$ cat src/rtl/rf_wb_arbiter_pkg.sv
// Shared constants and helpers for the register-file write-back arbiter.
// Holds the source encodings, address width and the default data width.
package rf_wb_arbiter_pkg;

  localparam int unsigned XLEN_DEFAULT = 64;
  localparam int unsigned RF_AW        = 5;
  localparam int unsigned WAIT_W       = 4;
  localparam int unsigned SRC_W        = 2;

  typedef enum logic [SRC_W-1:0] {
    SRC_ALU  = 2'd0,
    SRC_LSU  = 2'd1,
    SRC_MDU  = 2'd2,
    SRC_NONE = 2'd3
  } src_e;

  // A request that actually needs the write port (x0 writes are discarded).
  function automatic logic is_wr(input logic valid, input logic [RF_AW-1:0] waddr);
    return valid && (waddr != '0);
  endfunction

endpackage

$ cat src/rtl/rf_wb_arbiter_wait_ctr.sv
// Saturating wait counter: counts consecutive denied cycles of one requester.
// sat is high once the count has reached LIMIT.
module wb_wait_ctr
  import rf_wb_arbiter_pkg::*;
#(
  parameter int unsigned LIMIT = 4
) (
  input  logic clk,
  input  logic rst_n,
  input  logic inc,
  input  logic clr,
  output logic sat
);

  logic [WAIT_W-1:0] cnt_q;
  logic [WAIT_W-1:0] cnt_d;

  // Clear wins over increment; the count never passes LIMIT.
  always_comb begin
    cnt_d = cnt_q;
    if (clr) begin
      cnt_d = '0;
    end else if (inc && (cnt_q != WAIT_W'(LIMIT))) begin
      cnt_d = cnt_q + WAIT_W'(1);
    end
  end

  always_ff @(posedge clk or negedge rst_n) begin
    if (!rst_n) begin
      cnt_q <= '0;
    end else begin
      cnt_q <= cnt_d;
    end
  end

  assign sat = (cnt_q == WAIT_W'(LIMIT));

endmodule

$ cat src/rtl/rf_wb_arbiter.sv
// Write-back arbiter for the integer register file's single write port.
// ALU has priority; LSU/MDU pre-empt it after STARVE_LIMIT denied cycles.
module rf_wb_arbiter
  import rf_wb_arbiter_pkg::*;
#(
  parameter int unsigned XLEN         = XLEN_DEFAULT,
  parameter int unsigned STARVE_LIMIT = 4
) (
  input  logic             clk,
  input  logic             rst_n,
  input  logic             alu_valid,
  output logic             alu_ready,
  input  logic [RF_AW-1:0] alu_waddr,
  input  logic [XLEN-1:0]  alu_wdata,
  input  logic             lsu_valid,
  output logic             lsu_ready,
  input  logic [RF_AW-1:0] lsu_waddr,
  input  logic [XLEN-1:0]  lsu_wdata,
  input  logic             mdu_valid,
  output logic             mdu_ready,
  input  logic [RF_AW-1:0] mdu_waddr,
  input  logic [XLEN-1:0]  mdu_wdata,
  output logic             rf_we,
  output logic [RF_AW-1:0] rf_waddr,
  output logic [XLEN-1:0]  rf_wdata,
  output logic [SRC_W-1:0] grant_src
);

  logic alu_req;
  logic lsu_req;
  logic mdu_req;
  logic lsu_sat;
  logic mdu_sat;
  logic lsu_starve;
  logic mdu_starve;
  src_e gnt;

  logic             rr_q;
  logic             rr_d;
  logic             rf_we_q;
  logic             rf_we_d;
  logic [RF_AW-1:0] rf_waddr_q;
  logic [RF_AW-1:0] rf_waddr_d;
  logic [XLEN-1:0]  rf_wdata_q;
  logic [XLEN-1:0]  rf_wdata_d;
  src_e             grant_src_q;
  src_e             grant_src_d;

  assign alu_req    = is_wr(alu_valid, alu_waddr);
  assign lsu_req    = is_wr(lsu_valid, lsu_waddr);
  assign mdu_req    = is_wr(mdu_valid, mdu_waddr);
  assign lsu_starve = lsu_req && lsu_sat;
  assign mdu_starve = mdu_req && mdu_sat;

  // Grant selection: starving low-priority sources, then ALU, then round-robin.
  always_comb begin
    gnt = SRC_NONE;
    if (lsu_starve && mdu_starve) begin
      gnt = rr_q ? SRC_MDU : SRC_LSU;
    end else if (lsu_starve) begin
      gnt = SRC_LSU;
    end else if (mdu_starve) begin
      gnt = SRC_MDU;
    end else if (alu_req) begin
      gnt = SRC_ALU;
    end else if (lsu_req && mdu_req) begin
      gnt = rr_q ? SRC_MDU : SRC_LSU;
    end else if (lsu_req) begin
      gnt = SRC_LSU;
    end else if (mdu_req) begin
      gnt = SRC_MDU;
    end
  end

  // x0 requests are acknowledged immediately and dropped; nothing is ready in reset.
  assign alu_ready = rst_n && ((alu_valid && (alu_waddr == '0)) || (gnt == SRC_ALU));
  assign lsu_ready = rst_n && ((lsu_valid && (lsu_waddr == '0)) || (gnt == SRC_LSU));
  assign mdu_ready = rst_n && ((mdu_valid && (mdu_waddr == '0)) || (gnt == SRC_MDU));

  wb_wait_ctr #(
    .LIMIT (STARVE_LIMIT)
  ) u_lsu_wait (
    .clk   (clk),
    .rst_n (rst_n),
    .inc   (lsu_req && (gnt != SRC_LSU)),
    .clr   (!lsu_valid || (gnt == SRC_LSU)),
    .sat   (lsu_sat)
  );

  wb_wait_ctr #(
    .LIMIT (STARVE_LIMIT)
  ) u_mdu_wait (
    .clk   (clk),
    .rst_n (rst_n),
    .inc   (mdu_req && (gnt != SRC_MDU)),
    .clr   (!mdu_valid || (gnt == SRC_MDU)),
    .sat   (mdu_sat)
  );

  // Next write-port state; address/data hold when nothing is granted.
  always_comb begin
    rr_d        = rr_q;
    rf_we_d     = 1'b0;
    rf_waddr_d  = rf_waddr_q;
    rf_wdata_d  = rf_wdata_q;
    grant_src_d = SRC_NONE;
    unique case (gnt)
      SRC_ALU: begin
        rf_we_d     = 1'b1;
        rf_waddr_d  = alu_waddr;
        rf_wdata_d  = alu_wdata;
        grant_src_d = SRC_ALU;
      end
      SRC_LSU: begin
        rf_we_d     = 1'b1;
        rf_waddr_d  = lsu_waddr;
        rf_wdata_d  = lsu_wdata;
        grant_src_d = SRC_LSU;
        rr_d        = 1'b1;
      end
      SRC_MDU: begin
        rf_we_d     = 1'b1;
        rf_waddr_d  = mdu_waddr;
        rf_wdata_d  = mdu_wdata;
        grant_src_d = SRC_MDU;
        rr_d        = 1'b0;
      end
      default: begin
      end
    endcase
  end

  always_ff @(posedge clk or negedge rst_n) begin
    if (!rst_n) begin
      rr_q        <= 1'b0;
      rf_we_q     <= 1'b0;
      rf_waddr_q  <= '0;
      rf_wdata_q  <= '0;
      grant_src_q <= SRC_NONE;
    end else begin
      rr_q        <= rr_d;
      rf_we_q     <= rf_we_d;
      rf_waddr_q  <= rf_waddr_d;
      rf_wdata_q  <= rf_wdata_d;
      grant_src_q <= grant_src_d;
    end
  end

  assign rf_we     = rf_we_q;
  assign rf_waddr  = rf_waddr_q;
  assign rf_wdata  = rf_wdata_q;
  assign grant_src = grant_src_q;

endmodule

$ cat config.mk
export PLATFORM = sky130hd
export DESIGN_NAME = rf_wb_arbiter
export DESIGN_NICKNAME = d
export VERILOG_FILES = /design/src/rtl/rf_wb_arbiter_pkg.sv /design/src/rtl/rf_wb_arbiter_wait_ctr.sv /design/src/rtl/rf_wb_arbiter.sv
export SDC_FILE = /design/constraint.sdc
export NUM_CORES = 1
export LEC_CHECK = 0
export CORE_MARGIN = 8
export CORE_UTILIZATION = 37
export DETAILED_ROUTE_END_ITERATION = 7
export PLACE_DENSITY = 0.91
export SETUP_SLACK_MARGIN = 0.5
export SYNTH_ARGS = -nofsm -noshare
export SYNTH_HDL_FRONTEND = slang
export SYNTH_SLANG_ARGS = --single-unit
$ cat constraint.sdc
create_clock -name clk -period 4 [get_ports clk]
set_clock_uncertainty 0.15 [all_clocks]
set_input_delay 0.6 -clock clk [delete_from_list [all_inputs] [get_ports clk]]
set_output_delay 0.6 -clock clk [all_outputs]
set_load 0.05 [all_outputs]
Word level (Yosys, flattened, before mapping)
Index checks and enable logic that the tools add are counted.
{"block": "word_totals", "ff_bits": 81, "wordCells": 70, "out_inout_bits": 75, "mem_bits_ro": 0, "inputBits": 212, "latchBits": 0, "mem_count": 0, "ram_bits": 0}
{"block": "op_classes", "div_mod_pow": 0, "n_bitwise": 0, "mux": 17, "multipliers": 0, "eq_ne": 8, "reduce_logical": 36, "add_sub_neg": 2, "shifts": 0, "order_cmp": 0}
{"op": "$pmux W64 S3", "n": 1}
{"op": "$logic_and A1 B1 Y1", "n": 17}
{"op": "$mux W4", "n": 4}
{"op": "$logic_not A5 Y1", "n": 3}
{"op": "$pmux W5 S3", "n": 1}
{"op": "$reduce_bool A5 Y1", "n": 3}
{"op": "$mux W2", "n": 7}
{"op": "$add A4 B1 Y4 const B", "n": 2}
{"op": "$eq A4 B3 Y1 const B", "n": 2}
{"op": "$ne A4 B3 Y1 const B", "n": 2}
{"op": "$pmux W2 S3", "n": 1}
{"op": "$reduce_bool A2 Y1", "n": 3}
{"op": "$logic_or A1 B1 Y1", "n": 5}
{"op": "$reduce_bool A3 Y1", "n": 1}
{"op": "$reduce_or A3 Y1", "n": 1}
{"op": "$eq A2 B1 Y1 const B", "n": 1}
{"op": "$eq A2 B2 Y1 const B", "n": 1}
{"op": "$logic_not A1 Y1", "n": 2}
{"op": "$logic_not A2 Y1", "n": 1}
{"op": "$mux W1", "n": 2}
{"op": "$ne A2 B1 Y1 const B", "n": 1}
{"op": "$ne A2 B2 Y1 const B", "n": 1}
{"op": "$pmux W1 S2", "n": 1}

Longest topological paths before layout
{"block": "logic_depth", "depth_word": 14, "depth_mapped": 13, "depth_no_buf": 11}

Cells and area by module
From an unflattened synthesis, not the netlist that was laid out.
{"block": "unflattened", "hier_cells": 559, "area_unflattened_um2": 4543.1}
{"mod": "rf_wb_arbiter", "area_per_inst_um2": 4075.2, "seq_area_each_um2": 1829.3, "cells_per_inst": 511, "n_inst": 1}
{"mod": "wb_wait_ctr", "area_per_inst_um2": 234.0, "seq_area_each_um2": 100.1, "cells_per_inst": 24, "n_inst": 2}

Worst setup path after synthesis
Ideal clock, no wire load.
{"block": "synth_timing", "path_type": "input to output", "start": "input mdu_waddr[1]", "end": "output lsu_ready", "path_slack_ns": 0.089, "n_path_buf": 2, "stages": 9, "t_arrival_ns": 3.161, "t_required_ns": 3.250, "cell_sequence": "or4_4 o21ai_4 nor2_2 a221oi_1 ha_1 clkbuf_1 clkbuf_1 a31oi_1 nor2b_1"}
{"block": "synth_between", "elab_chain_len": 12, "elab_cells_between_ends": 15, "cone_classes": "eq/ne (1); mux (7); reduce/logical (7)"}
{"element": "start: declaration", "line": "rf_wb_arbiter.sv:21", "text": "input logic [RF_AW-1:0] mdu_waddr,"}
{"element": "$reduce_bool A5 Y1 (*)", "line": "rf_wb_arbiter_pkg.sv:19", "text": "return valid && (waddr != '0);"}
{"element": "$logic_and A1 B1 Y1 (*)", "line": "rf_wb_arbiter_pkg.sv:19"}
{"element": "$mux W1", "line": "rf_wb_arbiter.sv:70", "text": "end else if (mdu_req) begin"}
{"element": "$mux W2", "line": "rf_wb_arbiter.sv:68", "text": "end else if (lsu_req) begin"}
{"element": "$mux W2", "line": "rf_wb_arbiter.sv:66", "text": "end else if (lsu_req && mdu_req) begin"}
{"element": "$mux W2", "line": "rf_wb_arbiter.sv:64", "text": "end else if (alu_req) begin"}
{"element": "$mux W2", "line": "rf_wb_arbiter.sv:62", "text": "end else if (mdu_starve) begin"}
{"element": "$mux W2", "line": "rf_wb_arbiter.sv:60", "text": "end else if (lsu_starve) begin"}
{"element": "$mux W2 (*)", "line": "rf_wb_arbiter.sv:58", "text": "if (lsu_starve && mdu_starve) begin"}
{"element": "$eq A2 B1 Y1 (*)", "line": "rf_wb_arbiter.sv:77", "text": "assign lsu_ready = rst_n && ((lsu_valid && (lsu_waddr == '0)) || (gnt == SRC_LSU));"}
{"element": "$logic_or A1 B1 Y1 (*)", "line": "rf_wb_arbiter.sv:77"}
{"element": "$logic_and A1 B1 Y1 (*)", "line": "rf_wb_arbiter.sv:77"}
{"element": "end: declaration", "line": "rf_wb_arbiter.sv:16", "text": "output logic lsu_ready,"}
Every way passes the cells marked *; elsewhere a longest branch is shown, timed or not.

Worst setup path after layout
{"block": "layout_timing", "start": "input lsu_waddr[3]", "end": "output mdu_ready"}
{"block": "layout_between", "elab_chain_len": 11, "elab_cells_between_ends": 14, "cone_classes": "eq/ne (1); mux (6); reduce/logical (7)"}
{"element": "start: declaration", "line": "rf_wb_arbiter.sv:17", "text": "input logic [RF_AW-1:0] lsu_waddr,"}
{"element": "$reduce_bool A5 Y1 (*)", "line": "rf_wb_arbiter_pkg.sv:19"}
{"element": "$logic_and A1 B1 Y1 (*)", "line": "rf_wb_arbiter_pkg.sv:19"}
{"element": "$mux W2 / $logic_and A1 B1 Y1 (equally long branches)", "line": "rf_wb_arbiter.sv:68, rf_wb_arbiter.sv:66"}
{"element": "$mux W2", "line": "rf_wb_arbiter.sv:66"}
{"element": "$mux W2", "line": "rf_wb_arbiter.sv:64"}
{"element": "$mux W2", "line": "rf_wb_arbiter.sv:62"}
{"element": "$mux W2", "line": "rf_wb_arbiter.sv:60"}
{"element": "$mux W2 (*)", "line": "rf_wb_arbiter.sv:58"}
{"element": "$eq A2 B2 Y1 (*)", "line": "rf_wb_arbiter.sv:78", "text": "assign mdu_ready = rst_n && ((mdu_valid && (mdu_waddr == '0)) || (gnt == SRC_MDU));"}
{"element": "$logic_or A1 B1 Y1 (*)", "line": "rf_wb_arbiter.sv:78"}
{"element": "$logic_and A1 B1 Y1 (*)", "line": "rf_wb_arbiter.sv:78"}
{"element": "end: declaration", "line": "rf_wb_arbiter.sv:20", "text": "output logic mdu_ready,"}
Marked as above.

==> run_results.csv <==
group,metric,value,unit
pwr,p_int,2.550,mW
worst_hold_path,whs_path_depth,2,
final_layout,num_antenna_cells,0,
logic_synthesis,synth-seq-cells,81,
setup_path,r2r_end,"rf_wdata[15]$_DFFE_PN0P_",
clocking,cts.path.max_buffers,2,
timing,period_share,86.37,%
pwr,vdd_drop_max,0.3808,mV
setup_path,criticalPathCategory,"input port to output port",
setup_path,critPathMaxFanout,4,
timing,slew_violations,0,
pwr,seqPwrFrac,26.3,%
route,detail_route.vias_per_cell,5.315,
setup_path,r2r_slack,910,ps
timing,period_needed,3455,ps
worst_hold_path,min_path_type,"register to register",
clocking,cts_root_buffer,"clkbuf_16",
global_routing,grt_first_pass_wirelength,28.28,mm
die,num_io_pins,287,
global_routing,gr-total-overflow,0,
timing,finalSetupTns,0,ps
placement,portBuffers,286,
setup_path,r2r_start,"u_mdu_wait.cnt_q[0]$_DFFE_PN0P_",
logic_synthesis,syn-num-nets,769,
logic_synthesis,syn_area_per_cell,8.181,um2
pwr,power.switching,2.173,mW
logic_synthesis,syn_inst,548,
final_layout,drive_above_1_share,8.444,%
timing,tightestPinTransition,598.5,ps
route,drcViolationCount,0,
clocking,htree_levels,3,
clocking,cts_made_buffers,9,
run_status,status,"finished, final reports clean",
route,drtPass1Iterations,5,
timing,setup_viol,0,
route,ant_nets,0,
pwr,p_leak,3.220,nW
global_routing,grt_antenna_before_repair,0,
die,dieHeight,126.1,um
global_routing,grt_pass1_vias,5203,
logic_synthesis,synth_area,4483,um2
placement,place_ws,247.9,ps
die,rows,40,
route,dr_total_vias,5187,
die,initial_core_util,37.64,%
pwr,p_comb_share,56.3,%
setup_path,critPathLaunchType,"input port",
clocking,cts.sinks,81,
route,finalWirelength,18.33,mm
logic_synthesis,yosysUniqueCellTypes,39,
timing,slew_headroom,59.79,%
timing,setup_slack,545.3,ps
logic_synthesis,synth-seq-area-share,45.27,%
setup_path,critPathRequiredTime,3250,ps
die,dieArea,15890,um2
route,drt_iter0_markers,428,
die,die_w,126.1,um
logic_synthesis,yosys_warnings,0,
timing,fmax,0.2895,GHz
die,core_area,11910,um2
pwr,cellPowerDensity,581.7,nW/um2
pwr,p_sw_share,46.01,%
global_routing,grt_usage,22.26,%
clocking,cts_tree,"built",
route,wl_per_cell,18.78,um
clocking,clk_latency,320,ps
timing,hold_viol_final,0,
setup_path,arrival,2700,ps
placement,dp_hpwl,13.31,mm
final_layout,nNetsFinal,1045,
clocking,clk_pin_slew,60,ps
setup_path,cp-end-kind,"output port",
pwr,clockPowerShare,17.4,%
placement,place_congestion,0.8418,
setup_path,reg2reg_depth,13,
global_routing,grt_max_degree,95,
final_layout,syn2layout_area_growth,81.08,%
worst_hold_path,min_to,"rf_waddr[4]$_DFFE_PN0P_",
run,max-cap-violations,0,
timing,rsz0062_at_grt,"false",
worst_hold_path,hp-start,"rf_waddr[4]$_DFFE_PN0P_",
## state kept, by name (all words and copies together) (netlist names)
name / flops
grant_src: 2
rf_waddr: 5
rf_wdata: 64
rf_we: 1
rr_q: 1
u_lsu_wait.cnt_q: 4
u_mdu_wait.cnt_q: 4
## placed cells by master (no fill, tap or decap), types with 4 or more instances in the layout
master and n:
inv_1 5, nor2_1 78, clkbuf_16 10, o21ai_0 70, a21oi_1 72, a22oi_1 69
clkdlybuf4s50_1 272, buf_12 6, ha_1 5, dfrtp_1 79, buf_4 18, nand2_1 72
dlymetal6s2s_1 6, dlygate4sd2_1 4
## worst max-delay path by stage
stage	startpoint	endpoint	slack [ps]	depth (start not counted)
floorplan	mdu_waddr[1]	lsu_ready	530	9
finish	lsu_waddr[3]	mdu_ready	550	9
global placement	mdu_waddr[1]	mdu_ready	370	9
detailed placement	mdu_waddr[1]	rf_wdata[15]$_DFFE_PN0P_	250	11
CTS	alu_waddr[1]	mdu_ready	500	9
global route	lsu_waddr[3]	mdu_ready	490	9
## timing repair
item,CTS,global route
gates cloned,0,1
pin swaps,11,11
endpoints found under the hold margin,4,0
resized for setup,21,15
hold buffers,1,0
endpoints found under the setup margin,3,72
setup buffers,10,3
## Yosys cell counts
master | count | area share, %
dfrtp_1 | 79 | 44
nor2_1 | 79 | 6.6
a21oi_1 | 73 | 8.1
o21ai_0 | 73 | 8.1
nand2_1 | 72 | 6.0
a22oi_1 | 69 | 12
clkbuf_1 | 45 | 3.8
ha_1 | 9 | 2.5
inv_1 | 5 | 0.42
nor2b_1 | 3 | 0.42
o211ai_1 | 3 | 0.50
xor2_1 | 3 | 0.59
buf_2 | 2 | 0.22
dfstp_2 | 2 | 1.2
mux2i_1 | 2 | 0.45
nand2b_1 | 2 | 0.28
o21ai_2 | 2 | 0.39
or2_2 | 2 | 0.28
or4_4 | 2 | 0.50
xnor2_1 | 2 | 0.39
a21boi_1 | 1 | 0.17
a221o_1 | 1 | 0.22
a221oi_1 | 1 | 0.20
a31oi_1 | 1 | 0.14
and3_1 | 1 | 0.14
and3b_1 | 1 | 0.20
nand3_1 | 1 | 0.11
nand3b_1 | 1 | 0.17
nand3b_2 | 1 | 0.25
nor2_2 | 1 | 0.14
nor3_1 | 1 | 0.11
nor3_2 | 1 | 0.22
o211a_1 | 1 | 0.22
o21ai_1 | 1 | 0.11
o21ai_4 | 1 | 0.36
o221a_1 | 1 | 0.25
o221ai_1 | 1 | 0.20
or3_1 | 1 | 0.14
or4_1 | 1 | 0.17
## cell families (layout without fill, tap and decap cells)
family	Yosys count	after routing	synth area share (%)
and+or+nand+nor	170	170	15.77
adders and majority gates	9	9	2.512
DFF	81	81	45.27
xor gates and xnor gates	5	5	0.9770
buffers and inverters	52	333	4.410
muxes	2	2	0.4466
AOI/OAI and AO/OA	229	229	30.62
## worst max-delay path, cell delays in order
cell	delay, ps
clkdlybuf4s50_1	460
or4_4	520
o21ai_4	160
or2_4	190
a221o_1	220
ha_4	200
a21oi_4	50
nor2b_4	160
buf_12	150
## through the flow
stage | utilization [%] | area [um2] | instances | hold WS [ps] | power, mW
2_1_floorplan | - | 4501 | 548 | 154.4 | 2.800
3_3_place_gp | 63.41 | 7553 | 945 | 291.3 | 3.805
3_5_place_dp | 63.41 | 7553 | 945 | 289.7 | 3.850
4_1_cts | 67.22 | 8006 | 972 | 337.0 | 4.717
5_1_grt | 68.15 | 8118 | 976 | 357.3 | 4.963
6_report | 68.15 | 8118 | 976 | 331.6 | 4.722
## cell type report
type	instances	area [um2]
well taps	147	183.9
repair buffers	312	3184
fillers	943	3794
clock buffers	13	250.2
clock inverters	3	42.54
inverters	5	18.77
flip-flops and latches	81	2029
multi-input cells	415	2409
## layer usage
metal | vias to the layer above | wire length [um] | track usage, %
li1 | 2505 | - | -
met1 | 2408 | 6952 | 25.62
met2 | 238 | 9458 | 38.92
met3 | 36 | 1383 | 5.401
met4 | 0 | 539 | 8.846
met5 | - | 0 | 0
## power groups by stage
stage / clock network, mW / logic [mW] / registers (mW)
after floorplan: 0 / 0.652 / 2.15
after global placement: 0 / 2.56 / 1.24
after detailed placement: 0 / 2.60 / 1.25
after CTS: 0.833 / 2.64 / 1.24
after global routing: 0.868 / 2.82 / 1.27
final: 0.820 / 2.66 / 1.24
Power figures use the tool's default switching activity.
